[src/rtl/fb_rect_writer_pkg.sv]
// Shared frame-buffer constants and the rectangle writer FSM encoding.
// The address and palette widths are also used by the VGA display read path.
package fb_rect_writer_pkg;

  localparam int VIDEO_WIDTH   = 640;
  localparam int VIDEO_HEIGHT  = 480;
  localparam int FB_ADDR_WIDTH = $clog2(VIDEO_WIDTH * VIDEO_HEIGHT) + 1;
  localparam int PALETTE_WIDTH = $clog2(256) + 1;

  typedef enum logic [1:0] {
    IDLE = 2'd0,
    CALC = 2'd1,
    FILL = 2'd2,
    DONE = 2'd3
  } state_t;

endpackage

[src/rtl/fb_rect_writer_clip.sv]
// Combinational clip of a rectangle command against the screen.
// Produces the exclusive end column/row and an empty flag.
import fb_rect_writer_pkg::*;

module rect_clip #(
  parameter int WIDTH  = VIDEO_WIDTH,
  parameter int HEIGHT = VIDEO_HEIGHT
) (
  input  logic [9:0]  x0,
  input  logic [8:0]  y0,
  input  logic [9:0]  w,
  input  logic [8:0]  h,
  output logic [10:0] xe,
  output logic [10:0] ye,
  output logic        empty
);

  logic [10:0] x_sum;
  logic [10:0] y_sum;

  // 11 bits holds the largest possible sum, so the min() never sees a wrapped value
  always_comb begin
    x_sum = {1'b0, x0} + {1'b0, w};
    y_sum = {2'b0, y0} + {2'b0, h};
    xe    = (x_sum > 11'(WIDTH))  ? 11'(WIDTH)  : x_sum;
    ye    = (y_sum > 11'(HEIGHT)) ? 11'(HEIGHT) : y_sum;
    empty = ({1'b0, x0} >= 11'(WIDTH)) || ({2'b0, y0} >= 11'(HEIGHT)) ||
            (w == 10'd0) || (h == 9'd0);
  end

endmodule

[src/rtl/fb_rect_writer.sv]
// Walks a clipped rectangle row-major and drives the frame-buffer RAM write port,
// one pixel per cycle, stalling whenever writeAllow is low.
import fb_rect_writer_pkg::*;

module fb_rect_writer #(
  parameter int WIDTH      = VIDEO_WIDTH,
  parameter int HEIGHT     = VIDEO_HEIGHT,
  parameter int ADDR_WIDTH = FB_ADDR_WIDTH,
  parameter int DATA_WIDTH = PALETTE_WIDTH
) (
  input  logic                  clk,
  input  logic                  reset,
  input  logic                  start,
  input  logic [9:0]            x0,
  input  logic [8:0]            y0,
  input  logic [9:0]            w,
  input  logic [8:0]            h,
  input  logic [DATA_WIDTH-1:0] color,
  input  logic                  writeAllow,
  output logic                  busy,
  output logic                  done,
  output logic                  wEn,
  output logic [ADDR_WIDTH-1:0] addr,
  output logic [DATA_WIDTH-1:0] dataOut
);

  state_t                state_q, state_d;
  logic [9:0]            x0_q, x0_d;
  logic [8:0]            y0_q, y0_d;
  logic [9:0]            w_q, w_d;
  logic [8:0]            h_q, h_d;
  logic [DATA_WIDTH-1:0] color_q, color_d;
  logic [10:0]           xe_q, xe_d;
  logic [10:0]           ye_q, ye_d;
  logic [9:0]            cx_q, cx_d;
  logic [8:0]            cy_q, cy_d;
  logic [ADDR_WIDTH-1:0] row_base_q, row_base_d;

  logic [10:0] clip_xe;
  logic [10:0] clip_ye;
  logic        clip_empty;
  logic        w_en;
  logic        last_col;
  logic        last_row;

  rect_clip #(
    .WIDTH (WIDTH),
    .HEIGHT(HEIGHT)
  ) u_clip (
    .x0   (x0_q),
    .y0   (y0_q),
    .w    (w_q),
    .h    (h_q),
    .xe   (clip_xe),
    .ye   (clip_ye),
    .empty(clip_empty)
  );

  assign w_en     = (state_q == FILL) && writeAllow;
  assign last_col = ({1'b0, cx_q} == (xe_q - 11'd1));
  assign last_row = ({2'b0, cy_q} == (ye_q - 11'd1));

  assign wEn     = w_en;
  assign addr    = row_base_q + ADDR_WIDTH'(cx_q);
  assign dataOut = color_q;
  assign busy    = (state_q != IDLE);
  assign done    = (state_q == DONE);

  always_comb begin
    state_d    = state_q;
    x0_d       = x0_q;
    y0_d       = y0_q;
    w_d        = w_q;
    h_d        = h_q;
    color_d    = color_q;
    xe_d       = xe_q;
    ye_d       = ye_q;
    cx_d       = cx_q;
    cy_d       = cy_q;
    row_base_d = row_base_q;

    unique case (state_q)
      IDLE: begin
        if (start) begin
          x0_d    = x0;
          y0_d    = y0;
          w_d     = w;
          h_d     = h;
          color_d = color;
          state_d = CALC;
        end
      end
      // The only multiply: row base is formed once, then stepped by WIDTH per row
      CALC: begin
        xe_d       = clip_xe;
        ye_d       = clip_ye;
        cx_d       = x0_q;
        cy_d       = y0_q;
        row_base_d = ADDR_WIDTH'(y0_q) * ADDR_WIDTH'(WIDTH);
        state_d    = clip_empty ? DONE : FILL;
      end
      FILL: begin
        if (w_en) begin
          if (last_col) begin
            cx_d = x0_q;
            if (last_row) begin
              state_d = DONE;
            end else begin
              cy_d       = cy_q + 9'd1;
              row_base_d = row_base_q + ADDR_WIDTH'(WIDTH);
            end
          end else begin
            cx_d = cx_q + 10'd1;
          end
        end
      end
      DONE: begin
        state_d = IDLE;
      end
      default: begin
        state_d = IDLE;
      end
    endcase
  end

  always_ff @(posedge clk or posedge reset) begin
    if (reset) begin
      state_q    <= IDLE;
      x0_q       <= '0;
      y0_q       <= '0;
      w_q        <= '0;
      h_q        <= '0;
      color_q    <= '0;
      xe_q       <= '0;
      ye_q       <= '0;
      cx_q       <= '0;
      cy_q       <= '0;
      row_base_q <= '0;
    end else begin
      state_q    <= state_d;
      x0_q       <= x0_d;
      y0_q       <= y0_d;
      w_q        <= w_d;
      h_q        <= h_d;
      color_q    <= color_d;
      xe_q       <= xe_d;
      ye_q       <= ye_d;
      cx_q       <= cx_d;
      cy_q       <= cy_d;
      row_base_q <= row_base_d;
    end
  end

endmodule

[config.mk]
export PLATFORM = sky130hd
export DESIGN_NAME = fb_rect_writer
export DESIGN_NICKNAME = d
export VERILOG_FILES = /design/src/rtl/fb_rect_writer_pkg.sv /design/src/rtl/fb_rect_writer_clip.sv /design/src/rtl/fb_rect_writer.sv
export SDC_FILE = /design/constraint.sdc
export NUM_CORES = 1
export LEC_CHECK = 0
export ABC_AREA = 1
export BUFFER_PORTS_ARGS = -buffer_cell sky130_fd_sc_hd__buf_2
export CAP_MARGIN = 20
export CORE_ASPECT_RATIO = 1.5
export CORE_UTILIZATION = 40
export CTS_BUF_LIST = sky130_fd_sc_hd__clkbuf_8
export DETAILED_ROUTE_END_ITERATION = 10
export SYNTH_ARGS = -nofsm -noshare
export SYNTH_HDL_FRONTEND = slang
export SYNTH_SLANG_ARGS = --single-unit
[constraint.sdc]
create_clock -name clk -period 5.8 [get_ports clk]
set_input_delay 1.16 -clock clk [delete_from_list [all_inputs] [get_ports clk]]
set_output_delay 1.16 -clock clk [all_outputs]
set_load 0.1 [all_outputs]
### Word level (Yosys, flattened, before mapping)

Cells that the tools add are included.

| operators by class | value |
|---|---|
| $add $sub $neg | 8 |
| multipliers | 1 |
| div/mod/pow operators | 0 |
| magnitude comparators | 4 |
| equality and inequality tests | 10 |
| shifts and indexed selects | 0 |
| multiplexer cells | 19 |
| bitwise gates (word level) | 0 |
| reductions and logical operators | 13 |

Operators by type and width:

| cell | count |
|---|---|
| $mux W20 | 3 |
| $pmux W20 S2 | 1 |
| $mux W9 | 3 |
| $mux W11 | 2 |
| $sub A11 B1 Y11 const B | 2 |
| $add A20 B10 Y20 | 1 |
| $add A20 B10 Y20 const B | 1 |
| $mux W10 | 2 |
| $pmux W10 S2 | 1 |
| $pmux W9 S2 | 1 |
| $mul A9 B3 Y12 const B | 1 |
| $add A10 B10 Y11 | 1 |
| $eq A10 B11 Y1 | 1 |
| $eq A9 B11 Y1 | 1 |
| $gt A11 B10 Y1 const B | 1 |
| $gt A11 B9 Y1 const B | 1 |
| $add A10 B1 Y10 const B | 1 |
| $add A9 B9 Y10 | 1 |
| $ge A10 B10 Y1 const B | 1 |
| $logic_not A10 Y1 | 1 |
| $ne A2 B2 Y1 const B | 5 |
| $add A9 B1 Y9 const B | 1 |
| $ge A9 B9 Y1 const B | 1 |
| $logic_not A9 Y1 | 1 |
| 11 further kinds | 20 |

| storage, ports and cells | value |
|---|---|
| flip-flop bits (word level) | 110 |
| bits in latches | 0 |
| RAM bits | 0 |
| memory bits (read-only) | 0 |
| output and inout port bits | 32 |
| word-level logic and storage cells | 66 |
| memories | 0 |

### Depth between registers and ports, before layout

Gate-level depths: netlist of run 1.

| logic depth | value |
|---|---|
| word-level depth | 6 |
| mapped depth | 17 |
| gate-level depth less buffers | 16 |

### By module

Synthesis of run 1 repeated with hierarchy kept, for this count alone.

| second synthesis, totals | value |
|---|---|
| cells, all modules | 1075 |
| area, all modules | 7678.6 um^2 |

Modules (own cells, without submodules):

| module | times used | cells each | area each (um^2) | seq. area each (um^2) |
|---|---|---|---|---|
| fb_rect_writer | 1 | 833 | 6412.4 | 2577.5 |
| rect_clip | 1 | 242 | 1266.2 | 0.0 |

### Worst setup path after synthesis of run 1

OpenSTA, ideal clock, no wires.

| timing path | value |
|---|---|
| kind | reg2out |
| from | register row_base_q[8] |
| to | output port addr[18] |
| data arrival time | 2.910 ns |
| data required time | 4.640 ns |
| path slack | 1.730 ns |
| cell stages (with the launch flop) | 8 |
| path buffers | 0 |
| cells stage by stage | dfrtp_1 -> ha_1 -> a21oi_1 -> inv_1 -> a21oi_1 -> o21ai_0 -> nand3_1 -> xor2_1 |

| on the way | value |
|---|---|
| longest elaborated chain between the ends | 1 |

Ends and longest elaborated chain:

| element | RTL line | source |
|---|---|---|
| start: declaration | fb_rect_writer.sv:37 | `logic [ADDR_WIDTH-1:0] row_base_q, row_base_d;` |
| start signal: assignment | fb_rect_writer.sv:150 | `row_base_q <= row_base_d;` |
| $add A20 B10 Y20 | fb_rect_writer.sv:64 | `assign addr = row_base_q + ADDR_WIDTH'(cx_q);` |
| end: declaration | fb_rect_writer.sv:23 | `output logic [ADDR_WIDTH-1:0] addr,` |

No other way between the ends.

### Worst setup path after layout of run 1

| timing path | value |
|---|---|
| from | register cx_q[8] |
| to | output port addr[18] |

| on the way | value |
|---|---|
| longest elaborated chain between the ends | 1 |

Ends and longest elaborated chain:

| element | RTL line | source |
|---|---|---|
| start: declaration | fb_rect_writer.sv:35 | `logic [9:0] cx_q, cx_d;` |
| start signal: assignment | fb_rect_writer.sv:136 | `cx_q <= '0;` |
| start signal: assignment | fb_rect_writer.sv:148 | `cx_q <= cx_d;` |
| $add A20 B10 Y20 | fb_rect_writer.sv:64 |  |

No other way between the ends.

==> impl_metrics.py, run 1 <==
metrics = {
    "outcome": {
        "status": "finished, final reports clean",
    },
    "routing": {
        "vias": 6741,
        "drc": 0,
        "wl_per_cell_um": 13.8,
        "dr.pass1.iters": 7,
        "avgViaCountPerCell": 4.95,
        "routed_wl_um": 18800,
        "drtIter0Drc": 309,
        "antenna_left": 0,
    },
    "yosys": {
        "ys_ff_latch": 102,
        "yosysTopAreaCell": "dfrtp_1",
        "synth_cell_types": 45,
        "syn_inst": 1044,
        "synth_edf_count": 0,
        "synthArstFlopShare_pct": 100,
        "synth_fp_nets": 1145,
        "yosys_warnings": 0,
        "yosysSeqAreaShare_pct": 34.1,
        "synth.area.top_cells": "dfrtp_1 (34%), nand2_1 (15%), nand3_1 (7.9%)",
        "syn_area_sq_um": 7500,
        "synth_top_area_share_pct": 34.1,
        "synth_ff_type": "dfrtp_1",
        "avgSynthCellArea_sq_um": 7.18,
    },
    "clock_tree": {
        "cts_buffers": 9,
        "postCtsHoldBufs": 0,
        "cts_tree": "done",
        "cts_root_buf": "clkbuf_8",
        "clk_pin_slew_worst_paths_ns": 0.10,
        "htreeDepth": 3,
        "postCtsSetupBuffers": 0,
        "clock_latency_ns": 0.39,
        "cts_max_path_buffers": 2,
        "cts_resized": 0,
        "clock_sinks": 102,
    },
    "floorplanning": {
        "start_util_pct": 40.6,
        "coreArea_sq_um": 18500,
        "io_pins": 83,
        "fp.dieW_um": 114,
        "fp.dieArea_sq_um": 19300,
        "fp-row-count": 61,
        "die_h_um": 170,
    },
    "min_path": {
        "hold_start": "dataOut[0]",
        "whs_endpoint": "dataOut[0]",
        "hold_path.class": "flip-flop to flip-flop",
        "whs_path_depth": 1,
    },
    "worst_setup_path": {
        "cp-start-kind": "flip-flop",
        "cp.required_ns": 4.64,
        "endpoint_kind": "output port",
        "critPathMaxFanout": 6,
        "rr_startpoint": "state_q[1]",
        "worstPathArrival_ns": 2.81,
        "r2r-end": "cx_q[1]",
        "reg2reg_depth": 8,
        "path_class": "flip-flop to output port",
        "r2r_setup_slack_ns": 2.66,
    },
    "timing": {
        "finalHoldViolCount": 0,
        "period_share_pct": 68.4,
        "finalCriticalPeriod_ns": 3.97,
        "slew_violations": 0,
        "fin_setup_tns_ns": 0,
        "fmax_mhz": 252,
        "rsz0062_at_grt": "false",
        "worst_hold_slack_ns": 0.510,
        "relSlewSlack_pct": 45.8,
        "setup_violations": 0,
        "fin_skew_ns": 0.0117,
        "tightest_slew_ns": 0.812,
    },
    "cells_and_area": {
        "fill_cells": 2010,
        "synthToLayoutAreaGrowth_pct": 10.7,
        "nets": 1208,
        "num_antenna_cells": 0,
        "fin_util_pct": 44.9,
        "drive_above_1_share_pct": 13.3,
    },
    "global_route": {
        "overflow": 0,
        "grt_pass1_vias": 6566,
        "antenna_found_initial": 0,
        "grt_pass1_wl_um": 31300,
        "grt_max_degree": 58,
        "grt_usage_pct": 20.6,
    },
    "place": {
        "hpwl_um": 14500,
        "port_buffers": 82,
        "place.gp.congestion": 0.871,
    },
    "run": {
        "drv_cap": 0,
    },
}
synth_stat cells, drive strengths merged, types with 8 or more instances:
cell / instances
nand3: 119
xnor2: 16
nand2: 306
o21ai: 31
a21oi: 43
buf: 11
xor2: 30
clkbuf: 22
dfrtp: 102
inv: 112
ha: 47
nand3b: 10
nor2: 106
mux2: 29
nand4: 14
a31oi: 8
nor3: 9
critical path, stage by stage (launching register included):
cell	delay, ns
dfrtp_1	0.47
ha_1	0.37
a21oi_1	0.21
inv_1	0.07
a21oi_1	0.25
o21ai_0	0.30
nand3_1	0.16
xor2_1	0.15
buf_2	0.44
cells in the final DEF, fill, tap and decap left out, types with 2 or more instances in the layout:
| cell | count |
|---|---|
| o21ai_0 | 28 |
| a21oi_1 | 42 |
| fa_1 | 3 |
| nor2_1 | 99 |
| mux2_2 | 29 |
| xnor2_1 | 16 |
| inv_1 | 110 |
| nor4_1 | 5 |
| nor3_1 | 9 |
| nand4_1 | 14 |
| dfrtp_1 | 102 |
| a32oi_1 | 2 |
| or2_2 | 4 |
| buf_2 | 82 |
| clkinv_1 | 2 |
| clkbuf_8 | 12 |
| nand2_1 | 302 |
| buf_4 | 3 |
| nor2_4 | 2 |
| nand3b_1 | 10 |
| nor2_2 | 5 |
| xor2_1 | 30 |
| nand3_1 | 118 |
| nand2_2 | 4 |
| ha_1 | 47 |
| o21ai_1 | 3 |
| o211ai_1 | 2 |
| a31oi_1 | 8 |
state kept, by name, indices dropped and copies added, names as in the netlist:
signal and count:
cx_q 10, cy_q 9, dataOut 9, h_q 9, row_base_q 13, state_q 2, w_q 10, x0_q 10
xe_q 11, y0_q 9, ye_q 10
per-stage QoR:
stage          instances  area [sq um]  setup WS (ns)
2_1_floorplan       1044          7500           1.73
4_1_cts             1363          8300           1.80
3_5_place_dp        1348          8090           2.26
6_report            1363          8300           1.83
5_1_grt             1363          8300           1.57
3_3_place_gp        1348          8090           2.31
kinds of logic (layout without fill, tap and decap cells):
logic type,after synthesis,in the layout,synth area share [%]
other cells,1,1,0.0500
fa+ha+maj,50,50,8.65
xor+xnor,46,46,5.37
compound gates,94,94,6.93
buf+inv,147,214,7.79
mux,29,29,4.36
flops,102,102,34.1
simple gates,575,575,32.8
routing by layer:
layer | GRT usage, % | share of wire, % | up-vias
li1 | - | - | 3501
met1 | 24.9 | 43 | 3111
met2 | 37.0 | 51 | 108
met3 | 3.82 | 3.8 | 21
met4 | 5.76 | 1.6 | 0
met5 | 0 | 0 | -
worst max-delay path by stage:
stage | from | to | depth (start not counted)
2_1_floorplan | row_base_q[8] | addr[18] | 7
3_3_place_gp | cx_q[8] | addr[18] | 8
3_5_place_dp | cx_q[8] | addr[14] | 8
4_1_cts | cx_q[8] | addr[14] | 8
5_1_grt | cx_q[8] | addr[18] | 8
6_report | cx_q[8] | addr[18] | 8
final cells by class:
type	instances	area, sq um	area share [%]
Multi-Input combinational cell	795	4360	52.5
Sequential cell	102	2550	30.8
Timing Repair Buffer	85	433	5.22
Inverter	114	430	5.19
Tap cell	252	315	3.80
Clock buffer	12	165	1.99
Clock inverter	3	42.5	0.513
Power of run 1 is left out: the tool's default activity adds up to more than one toggle a clock period on the data nets, which glitch-free logic cannot reach.
==> inputs of run 2 (changes only) <==
==> constraint.sdc (replaced) <==
create_clock -name clk -period 4 [get_ports clk]
set_input_delay 0.8 -clock clk [delete_from_list [all_inputs] [get_ports clk]]
set_output_delay 0.8 -clock clk [all_outputs]
set_load 0.1 [all_outputs]
==> run 2 against run 1 <==
Net effect: count of clock-buffer cells in the layout is 3 lower; setup slack got worse by 1.5 ns; critical endpoint unchanged; routed wire length up 0.21%.
==> impl_metrics.py, run 2 (synthesis results as in run 1) <==
metrics = {
    "outcome": {
        "status": "finished, final reports clean",
    },
    "min_path": {
        "hold_path.class": "flip-flop to flip-flop",
        "hold_start": "dataOut[8]",
        "whs_path_depth": 1,
        "whs_endpoint": "dataOut[8]",
    },
    "routing": {
        "avgViaCountPerCell": 4.97,
        "antenna_left": 0,
        "wl_per_cell_um": 13.8,
        "drc": 0,
        "vias": 6800,
        "routed_wl_um": 18800,
        "dr.pass1.iters": 5,
        "drtIter0Drc": 356,
    },
    "cells_and_area": {
        "final_common_cell": "nand2_1",
        "nets": 1212,
        "num_antenna_cells": 0,
        "drive_above_1_share_pct": 13.5,
        "fill_cells": 1995,
        "largest_reg_flops": 13,
        "multi_input_area_sq_um": 4360,
        "reg_top3": "row_base_q: 13 flops, xe_q: 11 flops",
        "synthToLayoutAreaGrowth_pct": 11.1,
        "ff_latch_area_sq_um": 2550,
        "regMostFlops": "row_base_q",
        "fin_util_pct": 45.1,
        "layout_common_cells": "nand2_1 (302), nand3_1 (118), inv_1 (112)",
    },
    "worst_setup_path": {
        "worstPathArrival_ns": 2.83,
        "r2r_setup_slack_ns": 1.20,
        "cp.required_ns": 3.20,
        "r2r-end": "ye_q[2]",
        "critPathMaxFanout": 6,
        "cp-start-kind": "flip-flop",
        "rr_startpoint": "state_q[1]",
        "endpoint_kind": "output port",
        "path_class": "flip-flop to output port",
        "reg2reg_depth": 7,
    },
    "global_route": {
        "antenna_found_initial": 0,
        "grt_pass1_wl_um": 30400,
        "grt_usage_pct": 20.0,
        "overflow": 0,
        "grt_pass1_vias": 6353,
        "grt_max_degree": 54,
    },
    "place": {
        "place.gp.congestion": 0.903,
        "hpwl_um": 14600,
        "port_buffers": 82,
    },
    "floorplanning": {
        "fp.dieArea_sq_um": 19300,
        "die_h_um": 170,
        "fp-row-count": 61,
        "fp.dieW_um": 114,
        "coreArea_sq_um": 18500,
        "io_pins": 83,
        "start_util_pct": 40.6,
    },
    "run": {
        "drv_cap": 0,
    },
    "timing": {
        "worst_hold_slack_ns": 0.506,
        "slew_violations": 0,
        "tightest_slew_ns": 0.861,
        "rsz0062_at_grt": "false",
        "finalHoldViolCount": 0,
        "setup_violations": 0,
        "finalCriticalPeriod_ns": 3.63,
        "period_share_pct": 90.8,
        "fin_skew_ns": 0.0114,
        "relSlewSlack_pct": 42.4,
        "fin_setup_tns_ns": 0,
        "fmax_mhz": 275,
    },
    "clock_tree": {
        "cts_max_path_buffers": 2,
        "postCtsSetupBuffers": 0,
        "clock_latency_ns": 0.38,
        "cts_root_buf": "clkbuf_8",
        "htreeDepth": 3,
        "clk_pin_slew_worst_paths_ns": 0.10,
        "cts_resized": 0,
        "clock_sinks": 102,
        "cts_tree": "done",
        "cts_buffers": 9,
        "postCtsHoldBufs": 0,
    },
}
[run 2: critical path, stage by stage, from the launching register on]
cell and delay [ns]:
dfrtp_1 0.47, ha_1 0.37, a21oi_1 0.24, inv_1 0.07
a21oi_1 0.24, o21ai_0 0.31, nand3_1 0.17, xor2_1 0.15
buf_2 0.44
[run 2: worst max-delay path by stage]
stage                     cells after the start          start  endpoint  slack (ns)
after floorplan                               7  row_base_q[8]  addr[18]        0.29
after global placement                        8        cx_q[8]  addr[18]        0.87
after detailed placement                      8        cx_q[8]  addr[18]        0.79
after CTS                                     8        cx_q[8]  addr[18]        0.34
after global routing                          8        cx_q[8]  addr[18]        0.17
final                                         8        cx_q[8]  addr[18]        0.37
[run 2: layer usage]
metal  routed length, um  global-route usage, %  part of all wire, %  vias to the layer above
met1                8190                   24.0                   43                     3164
li1                    -                      -                    -                     3514
met2                9800                   37.0                   52                      105
met4                 259                   5.25                  1.4                        0
met5                   0                      0                    0                        -
met3                 581                   2.82                  3.1                       17
[run 2: per-stage QoR]
step / cells / setup slack (ns) / instance area [sq um]
global route: 1367 / 0.171 / 8330
floorplan: 1044 / 0.290 / 7500
global placement: 1352 / 0.868 / 8120
CTS: 1367 / 0.343 / 8330
detailed placement: 1352 / 0.793 / 8120
finish: 1367 / 0.369 / 8330
[run 2: layout make-up]
class	instances	area share, %
clock buffer	9	1.49
sequential	102	30.7
multi-input combinational	795	52.4
inverter	114	5.17
clock inverter	6	0.962
timing repair buffer	89	5.56
tap	252	3.79
Power of run 2 is left out for the same reason.
